**src/rtl/cfa_pkg.sv**
```systemverilog
// Shared defaults, widths and the loader state encoding for the raw-frame
// capture path feeding the demosaic (CFA) stage.
package cfa_pkg;

  localparam int PIX_W_DEF  = 12;
  localparam int ADDR_W_DEF = 17;
  localparam int DIM_W      = 11;
  localparam int PROD_W     = 2 * DIM_W;

  typedef enum logic [1:0] {
    ST_IDLE     = 2'd0,
    ST_LOAD     = 2'd1,
    ST_KICK     = 2'd2,
    ST_WAIT_CFA = 2'd3
  } loader_state_t;

  // Full-width product so the largest 11x11-bit frame cannot wrap.
  function automatic logic [PROD_W-1:0] frame_size(input logic [DIM_W-1:0] rows,
                                                   input logic [DIM_W-1:0] cols);
    return PROD_W'(rows) * PROD_W'(cols);
  endfunction

endpackage

```
**src/rtl/raw_addr_counter.sv**
```systemverilog
// Row/column/linear address counter for raster-order frame writes.
// load restarts at pixel 0; load together with inc consumes pixel 0 at once.
module raw_addr_counter
  import cfa_pkg::*;
#(
  parameter int ADDR_W = ADDR_W_DEF
) (
  input  logic              clk,
  input  logic              rst,
  input  logic              load,
  input  logic              inc,
  input  logic [DIM_W-1:0]  row_max,
  input  logic [DIM_W-1:0]  col_max,
  output logic [ADDR_W-1:0] addr,
  output logic              last
);

  logic [DIM_W-1:0] row;
  logic [DIM_W-1:0] col;
  logic [DIM_W-1:0] row_lim;
  logic [DIM_W-1:0] col_lim;

  always_ff @(posedge clk or negedge rst) begin
    if (!rst) begin
      row     <= '0;
      col     <= '0;
      row_lim <= '0;
      col_lim <= '0;
      addr    <= '0;
    end else if (load) begin
      row_lim <= row_max;
      col_lim <= col_max;
      if (inc) begin
        // single-column frames wrap straight onto the next row
        if (col_max == DIM_W'(1)) begin
          col <= '0;
          row <= DIM_W'(1);
        end else begin
          col <= DIM_W'(1);
          row <= '0;
        end
        addr <= ADDR_W'(1);
      end else begin
        row  <= '0;
        col  <= '0;
        addr <= '0;
      end
    end else if (inc) begin
      if (col == col_lim - DIM_W'(1)) begin
        col <= '0;
        row <= row + DIM_W'(1);
      end else begin
        col <= col + DIM_W'(1);
      end
      addr <= addr + ADDR_W'(1);
    end
  end

  assign last = (row == row_lim - DIM_W'(1)) && (col == col_lim - DIM_W'(1));

endmodule

```
**src/rtl/raw_frame_loader.sv**
```systemverilog
// Streams one raw Bayer frame into frame memory, then kicks the demosaic stage.
// Optional RAW_BLACK_LEVEL_EN adds a saturating black-level subtract on write data.
//
// state       | meaning
// ST_IDLE     | waiting for a pix_sof pixel; non-sof pixels are dropped
// ST_LOAD     | writing pixels in raster order
// ST_KICK     | frame complete; cfaStart pulses on the following cycle
// ST_WAIT_CFA | waiting for cfaDone from the demosaic stage
module raw_frame_loader
  import cfa_pkg::*;
#(
  parameter int PIX_W  = PIX_W_DEF,
  parameter int ADDR_W = ADDR_W_DEF
) (
  input  logic              clk,
  input  logic              rst,
  input  logic [DIM_W-1:0]  rowMax,
  input  logic [DIM_W-1:0]  colMax,
  input  logic              pix_valid,
  input  logic              pix_sof,
  input  logic [PIX_W-1:0]  pix_data,
`ifdef RAW_BLACK_LEVEL_EN
  input  logic [PIX_W-1:0]  blackLevel,
`endif
  output logic              pix_ready,
  output logic [ADDR_W-1:0] rawWriteAddress,
  output logic              rawWriteEnable,
  output logic [PIX_W-1:0]  rawWriteData,
  output logic              cfaStart,
  input  logic              cfaDone,
  output logic              busy,
  output logic              frameError
);

  localparam logic [PROD_W:0] ADDR_SPAN = {{PROD_W{1'b0}}, 1'b1} << ADDR_W;

  loader_state_t     state;
  loader_state_t     state_nxt;
  logic [PROD_W-1:0] frame_total;
  logic              cfg_ok;
  logic              accept;
  logic              sof_acc;
  logic              start_frame;
  logic              data_acc;
  logic              do_write;
  logic              pix_last;
  logic              cnt_last;
  logic [ADDR_W-1:0] cnt_addr;
  logic [PIX_W-1:0]  pix_adj;
  logic              cfa_start_d;

  assign frame_total = frame_size(rowMax, colMax);
  assign cfg_ok      = (rowMax != '0) && (colMax != '0) && ({1'b0, frame_total} <= ADDR_SPAN);

  assign accept      = pix_valid && pix_ready;
  assign sof_acc     = accept && pix_sof;
  assign start_frame = sof_acc && cfg_ok;
  assign data_acc    = accept && !pix_sof && (state == ST_LOAD);
  assign do_write    = start_frame || data_acc;
  // the sof pixel is the whole frame only for a 1x1 geometry
  assign pix_last    = start_frame ? (frame_total == PROD_W'(1)) : cnt_last;

`ifdef RAW_BLACK_LEVEL_EN
  assign pix_adj = (pix_data > blackLevel) ? (pix_data - blackLevel) : '0;
`else
  assign pix_adj = pix_data;
`endif

  raw_addr_counter #(
    .ADDR_W (ADDR_W)
  ) u_addr_counter (
    .clk     (clk),
    .rst     (rst),
    .load    (start_frame),
    .inc     (do_write),
    .row_max (rowMax),
    .col_max (colMax),
    .addr    (cnt_addr),
    .last    (cnt_last)
  );

  always_ff @(posedge clk or negedge rst) begin
    if (!rst) begin
      state <= ST_IDLE;
    end else begin
      state <= state_nxt;
    end
  end

  always_comb begin
    state_nxt = state;
    case (state)
      ST_IDLE, ST_LOAD: begin
        if (do_write && pix_last) begin
          state_nxt = ST_KICK;
        end else if (start_frame) begin
          state_nxt = ST_LOAD;
        end else if (sof_acc) begin
          // bad geometry on a sof abandons any frame in progress
          state_nxt = ST_IDLE;
        end
      end
      ST_KICK:     state_nxt = cfaDone ? ST_IDLE : ST_WAIT_CFA;
      ST_WAIT_CFA: if (cfaDone) state_nxt = ST_IDLE;
      default:     state_nxt = ST_IDLE;
    endcase
  end

  always_comb begin
    pix_ready   = 1'b0;
    busy        = 1'b0;
    cfa_start_d = 1'b0;
    case (state)
      ST_IDLE:     pix_ready = rst;
      ST_LOAD: begin
        pix_ready = rst;
        busy      = 1'b1;
      end
      ST_KICK: begin
        busy        = 1'b1;
        cfa_start_d = 1'b1;
      end
      ST_WAIT_CFA: busy = 1'b1;
      default: begin
        pix_ready   = 1'b0;
        busy        = 1'b0;
        cfa_start_d = 1'b0;
      end
    endcase
  end

  always_ff @(posedge clk or negedge rst) begin
    if (!rst) begin
      rawWriteEnable  <= 1'b0;
      rawWriteAddress <= '0;
      rawWriteData    <= '0;
      cfaStart        <= 1'b0;
      frameError      <= 1'b0;
    end else begin
      rawWriteEnable <= do_write;
      if (do_write) begin
        rawWriteAddress <= start_frame ? '0 : cnt_addr;
        rawWriteData    <= pix_adj;
      end
      cfaStart <= cfa_start_d;
      if (sof_acc) begin
        frameError <= !cfg_ok || (state == ST_LOAD);
      end
    end
  end

endmodule

```
**config.mk**
```make
export PLATFORM = sky130hd
export DESIGN_NAME = raw_frame_loader
export DESIGN_NICKNAME = d
export VERILOG_FILES = /design/src/rtl/cfa_pkg.sv /design/src/rtl/raw_addr_counter.sv /design/src/rtl/raw_frame_loader.sv
export SDC_FILE = /design/constraint.sdc
export NUM_CORES = 1
export LEC_CHECK = 0
export CORE_ASPECT_RATIO = 0.75
export CORE_MARGIN = 10
export CORE_UTILIZATION = 55
export DETAILED_ROUTE_END_ITERATION = 7
export GPL_TIMING_DRIVEN = 0
export MAX_ROUTING_LAYER = met4
export PLACE_DENSITY = 0.75
export SYNTH_ARGS = -nofsm -noshare
export SYNTH_HDL_FRONTEND = slang
export SYNTH_SLANG_ARGS = --single-unit
```
**constraint.sdc**
```tcl
create_clock -name clk -period 5.7 [get_ports clk]
set_input_delay 0.57 -clock clk [delete_from_list [all_inputs] [get_ports clk]]
set_output_delay 0.57 -clock clk [all_outputs]
set_load 0.03 [all_outputs]
```
* After elaboration in Yosys (flattened, before gate mapping) *
Cells that the tools add are included.

word-level totals
  register bits = 95
  input bits = 39
  output and inout bits = 34

operators by class
  add/sub/neg operators = 5
  $mul = 1
  order comparisons = 1
  eq/ne operators = 9
  multiplexer cells = 24
  reduce and logical (&&, ||, !) cells = 22

operator list
  kind                   count
  $mux 11                6
  $mux 17                3
  $add 11x1->11 const B  2
  $eq 11x11->1           2
  $eq 22x1->1 const B    1
  $le 22x18->1 const B   1
  $mul 11x11->22         1
  $reduce_bool 11->1     2
  $sub 11x1->11 const B  2
  $add 17x1->17 const B  1
  $eq 11x1->1 const B    1
  $mux 2                 5
  $logic_and 1x1->1      9
  $mux 1                 9
  $pmux 2 s3             1
  $eq 2x2->1 const B     2
  $ne 4x1->1 const B     1
  $reduce_and 2->1       2
  $reduce_bool 2->1      2
  $reduce_or 3->1        1
  $eq 2x1->1 const B     1
  $logic_not 1->1        2
  $logic_not 2->1        1
  $logic_or 1x1->1       2
  2 further kinds        2

* Logic depth before layout (Yosys ltp) *
Gate-level depths: netlist of run 1.

  word-level depth = 10
  depth in mapped cells = 23
  mapped depth without buffers = 19

* Cells and area by module *
A second synthesis of run 1 with hierarchy kept.

unflattened totals
  cells, all modules = 1,006
  area total of the unflattened synthesis = 9,367.7 sq um

by module, submodules not included
  module            times used  cells each  area each (sq um)
  raw_frame_loader  1           623         5,724.2
  raw_addr_counter  1           383         3,643.5

* Least setup slack after synthesis of run 1 *
No wires, ideal clock.

  path kind = input -> register
  start = input colMax[10]
  end = register u_addr_counter.col_lim[1]
  library setup time = 0.125 ns
  arrival = 6.282 ns
  required time = 5.575 ns
  path slack = -0.707 ns
  stages on the path = 19
  path buffers = 3
  cells stage by stage = clkbuf_1 -> nand2_1 -> fa_1 -> fa_1 -> fa_1 -> fa_1 -> fa_1 -> inv_1 -> ha_1 -> buf_2 -> a211oi_1 -> o21ai_1 -> o31ai_4 -> a211oi_1 -> or3_1 -> a2111oi_4 -> nand4_4 -> buf_6 -> mux2_4

between the ends
  word-level cells in the longest chain between the ends = 4
  elaborated cells between the ends (all ways) = 6
  classes of those cells = mul (1); order compare (1); reduce/logical (4)

RTL lines
  element                                               line                                   RTL
  start, declared                                       raw_frame_loader.sv:18                 input logic [DIM_W-1:0] colMax,
  $mul 11x11->22 or $reduce_bool 11->1 (tied branches)  cfa_pkg.sv:20, raw_frame_loader.sv:53
  $le 22x18->1 or $logic_and 1x1->1 (tied branches)     raw_frame_loader.sv:53                 assign cfg_ok = (rowMax != '0) && (colMax != '0) && ({1'b0, frame_total} <= ADDR_SPAN);
  $logic_and 1x1->1 *                                   raw_frame_loader.sv:53
  $logic_and 1x1->1 *                                   raw_frame_loader.sv:57                 assign start_frame = sof_acc && cfg_ok;
  end signal, assigned                                  raw_addr_counter.sv:32                 col_lim <= col_max;
  end, declared                                         raw_addr_counter.sv:21                 logic [DIM_W-1:0] col_lim;

Every way passes the cells marked *; elsewhere a longest branch is shown, timed or not.
A chain may end at the register's enable or synchronous reset.

* Final worst setup path of run 1 *
  start = input rowMax[6]
  end = register u_addr_counter.row_lim[4]

between the ends
  word-level cells in the longest chain between the ends = 4
  elaborated cells between the ends (all ways) = 6
  classes of those cells = mul (1); order compare (1); reduce/logical (4)

RTL lines
  element                                               line                                   RTL
  start, declared                                       raw_frame_loader.sv:17                 input logic [DIM_W-1:0] rowMax,
  $mul 11x11->22 or $reduce_bool 11->1 (tied branches)  cfa_pkg.sv:20, raw_frame_loader.sv:53
  $le 22x18->1 or $logic_and 1x1->1 (tied branches)     raw_frame_loader.sv:53
  $logic_and 1x1->1 *                                   raw_frame_loader.sv:53
  $logic_and 1x1->1 *                                   raw_frame_loader.sv:57
  end signal, assigned                                  raw_addr_counter.sv:31                 row_lim <= row_max;
  end, declared                                         raw_addr_counter.sv:20                 logic [DIM_W-1:0] row_lim;

Marks and branches as above.

==> results of run 1 <==
-- logic make-up after synthesis --
| logic type | count (synthesis) | share of synthesized area (%) |
|---|---|---|
| muxes | 29 | 4.122 |
| and+or+nand+nor | 409 | 21.63 |
| adders and majority gates | 145 | 25.83 |
| xor gates and xnor gates | 59 | 5.527 |
| DFF | 95 | 25.43 |
| buffers and inverters | 154 | 6.531 |
| AOI/OAI and AO/OA | 146 | 10.93 |
-- sequential cells by signal (all words and copies together) (netlist names) --
register,cells
u_addr_counter.col,11
frameError,1
u_addr_counter.row_lim,11
u_addr_counter.addr,17
rawWriteEnable,1
rawWriteAddress,17
u_addr_counter.row,11
u_addr_counter.col_lim,11
cfaStart,1
state,2
rawWriteData,12
-- synth_stat cells (11+ instances only) --
cell and number:
a21boi_0 12, a21oi_1 40, and2_1 47, and3_1 11, buf_2 11, clkbuf_1 41
dfrtp_1 95, fa_1 80, ha_1 65, inv_1 99, mux2_4 18, nand2_1 172
nand3_1 28, nand4_1 22, nor2_1 51, nor3_1 13, o211ai_1 14, o21ai_0 22
or3_1 11, xnor2_1 26, xor2_1 33
-- per-layer routing --
metal  part of all wire, %  global-route usage [%]  vias to the layer above  routed length (um)
met2                    44                   34.26                      328               12020
met4                   1.2                   3.695                        0                 331
met5                     0                       -                        -                   0
met1                    47                   34.73                     4050               12810
li1                      -                       -                     3807                   -
met3                   8.6                   6.508                       35                2360
-- cell type report --
type                    count  area (um2)
multi-input cells         788        6868
well taps                 215       269.0
plain buffers              47       514.2
repair buffers            163        1720
fillers                  1131        4373
clock buffers              10       239.0
clock inverters             6       42.54
flip-flops and latches     95        2377
inverters                  99       371.6
-- report_power, final --
part,switching (mW),leakage [nW],internal (mW)
combinational,2.41,4.22,2.00
clock,0.269,0.135,0.309
sequential,0.152,1.28,0.817
-- what timing repair did --
item | 4_1_cts | 5_1_grt
pin swaps | 21 | 58
setup buffers | 60 | 22
setup endpoints to repair | 94 | 94
cloned | 2 | 7
resized for setup | 160 | 117
endpoints found under the hold margin | 0 | 0
-- stage by stage --
stage / area [um2] / setup WS [ps] / utilization (%)
final: 12400 / -360.7 / 73.93
after global routing: 12400 / -456.5 / 73.93
after CTS: 11790 / -401.9 / 70.28
after detailed placement: 10800 / -1543 / 64.38
after global placement: 10780 / -1442 / 64.24
after floorplan: 9786 / -167.9 / -
-- worst max-delay path by stage --
stage / startpoint / to / slack (ps) / cells after the start
final: rowMax[6] / u_addr_counter.row_lim[4] / -360 / 22
after detailed placement: rowMax[3] / u_addr_counter.col[10] / -1540 / 22
after global routing: rowMax[6] / u_addr_counter.row_lim[4] / -460 / 22
after floorplan: rowMax[9] / u_addr_counter.col_lim[1] / -170 / 19
after CTS: colMax[10] / u_addr_counter.row_lim[2] / -400 / 21
after global placement: colMax[3] / u_addr_counter.col[10] / -1440 / 22
==> results.sh, run 1 <==
export IMPL_drv_slew=0
export IMPL_clk_latency_ps=340
export IMPL_nNetsFinal=1387
export IMPL_critical_path_arrival_ps=6290
export IMPL_overflow=0
export IMPL_crit_family="adder cells"
export IMPL_numPlacedInstances=1325
export IMPL_clk_path_buf_depth=2
export IMPL_critical_path_slowest_cell="fa_2"
export IMPL_crit_top_cell="fa_2"
export IMPL_area_delta_synth_final_pct=32.66
export IMPL_die_width_um=170.5
export IMPL_syn_mean_instance_area_um2=9.015
export IMPL_root_buffer="clkbuf_16"
export IMPL_synth_area_um2=9349
export IMPL_worst_slack_ps=-360.7
export IMPL_worst_setup_path_type="in2reg"
export IMPL_cap_violations=0
export IMPL_core_um2=16770
export IMPL_rsz0062_at_grt="yes"
export IMPL_setup_violations=94
export IMPL_antenna_found_initial=0
export IMPL_ys_types=66
export IMPL_synthTopCellsByArea="dfrtp_1 (25%), fa_1 (17%), ha_1 (8.7%), nand2_1 (6.9%), inv_1 (4.0%)"
export IMPL_slew_headroom_pct=57.16
export IMPL_gp_congestion=0.8868
export IMPL_critPathRequiredTime_ps=5930
export IMPL_layout_common_cells="nand2_1 (149), dfrtp_1 (95), inv_1 (88)"
export IMPL_dieArea_um2=22670
export IMPL_ys_flop_type="dfrtp_1"
export IMPL_critPathBufInv=7
export IMPL_grtUsageTotal_pct=24.30
export IMPL_reg2reg_depth=10
export IMPL_netlist_instances=1037
export IMPL_grt_max_degree=73
export IMPL_ant_nets=0
export IMPL_synth_warning_count=0
export IMPL_layout_commonest_cell="nand2_1"
export IMPL_final_cells=1423
export IMPL_grt_pass1_vias=8287
export IMPL_slowest_delay_ps=610
export IMPL_hp_class="in2async"
export IMPL_hold_viol=0
export IMPL_drt_iter0_markers=788
export IMPL_tritoncts="done"
export IMPL_clk_pin_slew_ps=70
export IMPL_ys_async_sr_fraction_pct=100.0
export IMPL_status="complete, but fails checks"
export IMPL_holdWs_ps=140.6
export IMPL_cts_made_buffers=9
export IMPL_io_buffers=72
export IMPL_antennaDiodeCount=0
export IMPL_synth_seq_cells=95
export IMPL_crit_path_cell_trace="buf_6 > buf_8 > buf_6 > nand2_1 > fa_2 > fa_1 > fa_2 > fa_2 > fa_2 > inv_2 > ha_4 > o21ai_4 > nor3_4 > o31ai_4 > a211oi_2 > buf_4 > o21ai_4 > a2111oi_4 > nand4_4 > buf_4 > buf_16 > mux2_4"
export IMPL_rr_startpoint="u_addr_counter.col_lim[2]"
export IMPL_finalSetupTns_ps=-27870
export IMPL_rows=41
export IMPL_vias=8220
export IMPL_fin_crit_sh_pct=106.3
export IMPL_firstDrtPassIters=6
export IMPL_fin_crit_ps=6061
export IMPL_die_h_um=132.9
export IMPL_leakagePower_nw=5.644
export IMPL_synth_edff_count=0
export IMPL_power_density_nw_per_um2=480.5
export IMPL_crit_reg2reg_capture="state[0]"
export IMPL_routed_wl_mm=27.52
export IMPL_synth_fp_nets=1221
export IMPL_rrSetupSlack_ps=2240
export IMPL_netlist_top_cell_by_area="dfrtp_1"
export IMPL_h_tree_depth=3
export IMPL_power_mw=5.960
export IMPL_synth_seq_area_share_pct=25.43
export IMPL_final_layout_size_suffix_gt1_share_pct=25.00
export IMPL_start_util_pct=55.73
export IMPL_clock_sinks=95
export IMPL_ir_worst_vdd_mv=0.4173
export IMPL_timing_fmax_mhz=165.0
export IMPL_ios=73
export IMPL_tightest_slew_ps=633.6
export IMPL_ctsHoldBuffers=0
export IMPL_drc=0
export IMPL_cp_start_kind="primary input"
export IMPL_place_hpwl_mm=19.03
export IMPL_wl_per_cell_um=19.34
export IMPL_cp_end_kind="register"
export IMPL_violations="negative setup slack"
export IMPL_viasPerCell=5.777
export IMPL_path_max_fanout=5
export IMPL_fin_skew_ps=7.999
export IMPL_synth_top_area_share_pct=25.43
export IMPL_grt_first_pass_wirelength_mm=43.27
Note: power is estimated with default switching activity, not from simulation.
==> run 2: changes to the inputs <==
- CTS_BUF_LIST: default -> sky130_fd_sc_hd__clkbuf_8
==> results.sh, run 2 (synthesis results as in run 1) <==
export IMPL_critical_path_slowest_cell="fa_2"
export IMPL_nFillCells=1127
export IMPL_firstDrtPassIters=5
export IMPL_violations="negative setup slack"
export IMPL_grtUsageTotal_pct=24.21
export IMPL_h_tree_depth=3
export IMPL_worst_slack_ps=-317.4
export IMPL_power_density_nw_per_um2=475.6
export IMPL_cp_end_kind="register"
export IMPL_hp_class="in2async"
export IMPL_drc=0
export IMPL_fin_skew_ps=12.68
export IMPL_clk_latency_ps=370
export IMPL_timing_fmax_mhz=166.2
export IMPL_drt_iter0_markers=858
export IMPL_layout_commonest_cell="nand2_1"
export IMPL_ios=73
export IMPL_io_buffers=72
export IMPL_multiInputGateArea_um2=6892
export IMPL_cp_start_kind="primary input"
export IMPL_hold_viol=0
export IMPL_dieArea_um2=22670
export IMPL_vias=8313
export IMPL_core_um2=16770
export IMPL_status="complete, but fails checks"
export IMPL_fin_crit_ps=6017
export IMPL_crit_top_cell="fa_2"
export IMPL_clk_pin_slew_ps=100
export IMPL_clk_path_buf_depth=2
export IMPL_holdWs_ps=114.5
export IMPL_setup_violations=94
export IMPL_tightest_slew_ps=667.6
export IMPL_place_hpwl_mm=19.03
export IMPL_die_h_um=132.9
export IMPL_area_delta_synth_final_pct=31.96
export IMPL_grt_pass1_vias=8248
export IMPL_critPathRequiredTime_ps=5970
export IMPL_ir_worst_vdd_mv=0.4213
export IMPL_layout_common_cells="nand2_1 (149), dfrtp_1 (95), inv_1 (88)"
export IMPL_grt_first_pass_wirelength_mm=43.17
export IMPL_rrSetupSlack_ps=2170
export IMPL_cap_violations=0
export IMPL_leakagePower_nw=5.608
export IMPL_clock_sinks=95
export IMPL_routed_wl_mm=27.75
export IMPL_worst_setup_path_type="in2reg"
export IMPL_path_max_fanout=6
export IMPL_final_seq_area_um2=2377
export IMPL_grt_max_degree=73
export IMPL_overflow=0
export IMPL_slowest_delay_ps=620
export IMPL_drv_slew=0
export IMPL_wl_per_cell_um=19.46
export IMPL_rsz0062_at_grt="yes"
export IMPL_largestRegisters="rawWriteAddress x17, u_addr_counter.addr x17, rawWriteData x12"
export IMPL_ant_nets=0
export IMPL_critical_path_arrival_ps=6280
export IMPL_start_util_pct=55.73
export IMPL_viasPerCell=5.830
export IMPL_gp_congestion=0.8868
export IMPL_die_width_um=170.5
export IMPL_fin_crit_sh_pct=105.6
export IMPL_tritoncts="done"
export IMPL_root_buffer="clkbuf_8"
export IMPL_ctsHoldBuffers=0
export IMPL_slew_headroom_pct=54.87
export IMPL_antenna_found_initial=0
export IMPL_cts_made_buffers=9
export IMPL_crit_path_cell_trace="buf_6 > buf_8 > buf_6 > nand2_1 > fa_2 > fa_1 > fa_2 > fa_2 > fa_2 > inv_2 > ha_4 > o21ai_4 > nor3_4 > o31ai_4 > a211oi_2 > buf_4 > o21ai_4 > a2111oi_4 > buf_4 > and4_4 > buf_12 > buf_12 > buf_16 > nor2_1"
export IMPL_power_mw=5.867
export IMPL_antennaDiodeCount=0
export IMPL_rows=41
export IMPL_final_layout_size_suffix_gt1_share_pct=25.43
export IMPL_nNetsFinal=1390
[run 2: layout make-up]
type,instances,share of cell area [%]
inverter,99,3.012
multi-input combinational,788,55.86
clock buffer,10,1.116
buffer,47,4.199
timing repair buffer,166,14.02
sequential,95,19.27
clock inverter,6,0.3448
tap,215,2.181
[run 2: worst paths after layout]
path	start	endpoint	cells past startpoint
setup / recovery	rowMax[6]	u_addr_counter.addr[9]	24
hold / removal	rst	u_addr_counter.col_lim[6]	1
setup reg to reg	u_addr_counter.col_lim[2]	state[0]	10
hold reg to reg	state[0]	cfaStart	1
max in group asynchronous	rst	u_addr_counter.row[6]	2
min in group clk	colMax[5]	u_addr_counter.col_lim[5]	2
[run 2: critical path, delay by kind of cell]
| kind | cells | cell delay (ps) |
|---|---|---|
| buffers and inverters | 9 | 1130 |
| and+or+nand+nor | 4 | 620 |
| adders and majority gates | 6 | 2940 |
| AOI/OAI and AO/OA | 5 | 1010 |
[run 2: metal layers]
metal / wire, um / global-route usage (%)
met4: 380 / 4.132
met1: 12960 / 35.51
met5: 0 / -
met3: 2382 / 5.171
met2: 12030 / 33.80
[run 2: where the power goes]
group          internal [mW]  switching [mW]
Clock                  0.172           0.254
Sequential             0.816           0.152
Combinational           2.05            2.42
[run 2: repair_timing]
item	in CTS	in global routing
setup endpoints to repair	94	94
setup buffers	59	26
gates cloned	3	6
pin swaps	21	61
resized for setup	164	120
[run 2: metrics by stage]
stage	instances	setup WS (ps)	util, %	TNS, ps	area, um2
global placement	1324	-1442	64.24	-120060	10780
CTS	1401	-375.7	69.85	-29190	11720
finish	1426	-317.4	73.54	-25170	12340
floorplan	1037	-167.9	-	-6215	9786
global route	1426	-415.0	73.54	-33670	12340
detailed placement	1325	-1543	64.38	-129080	10800
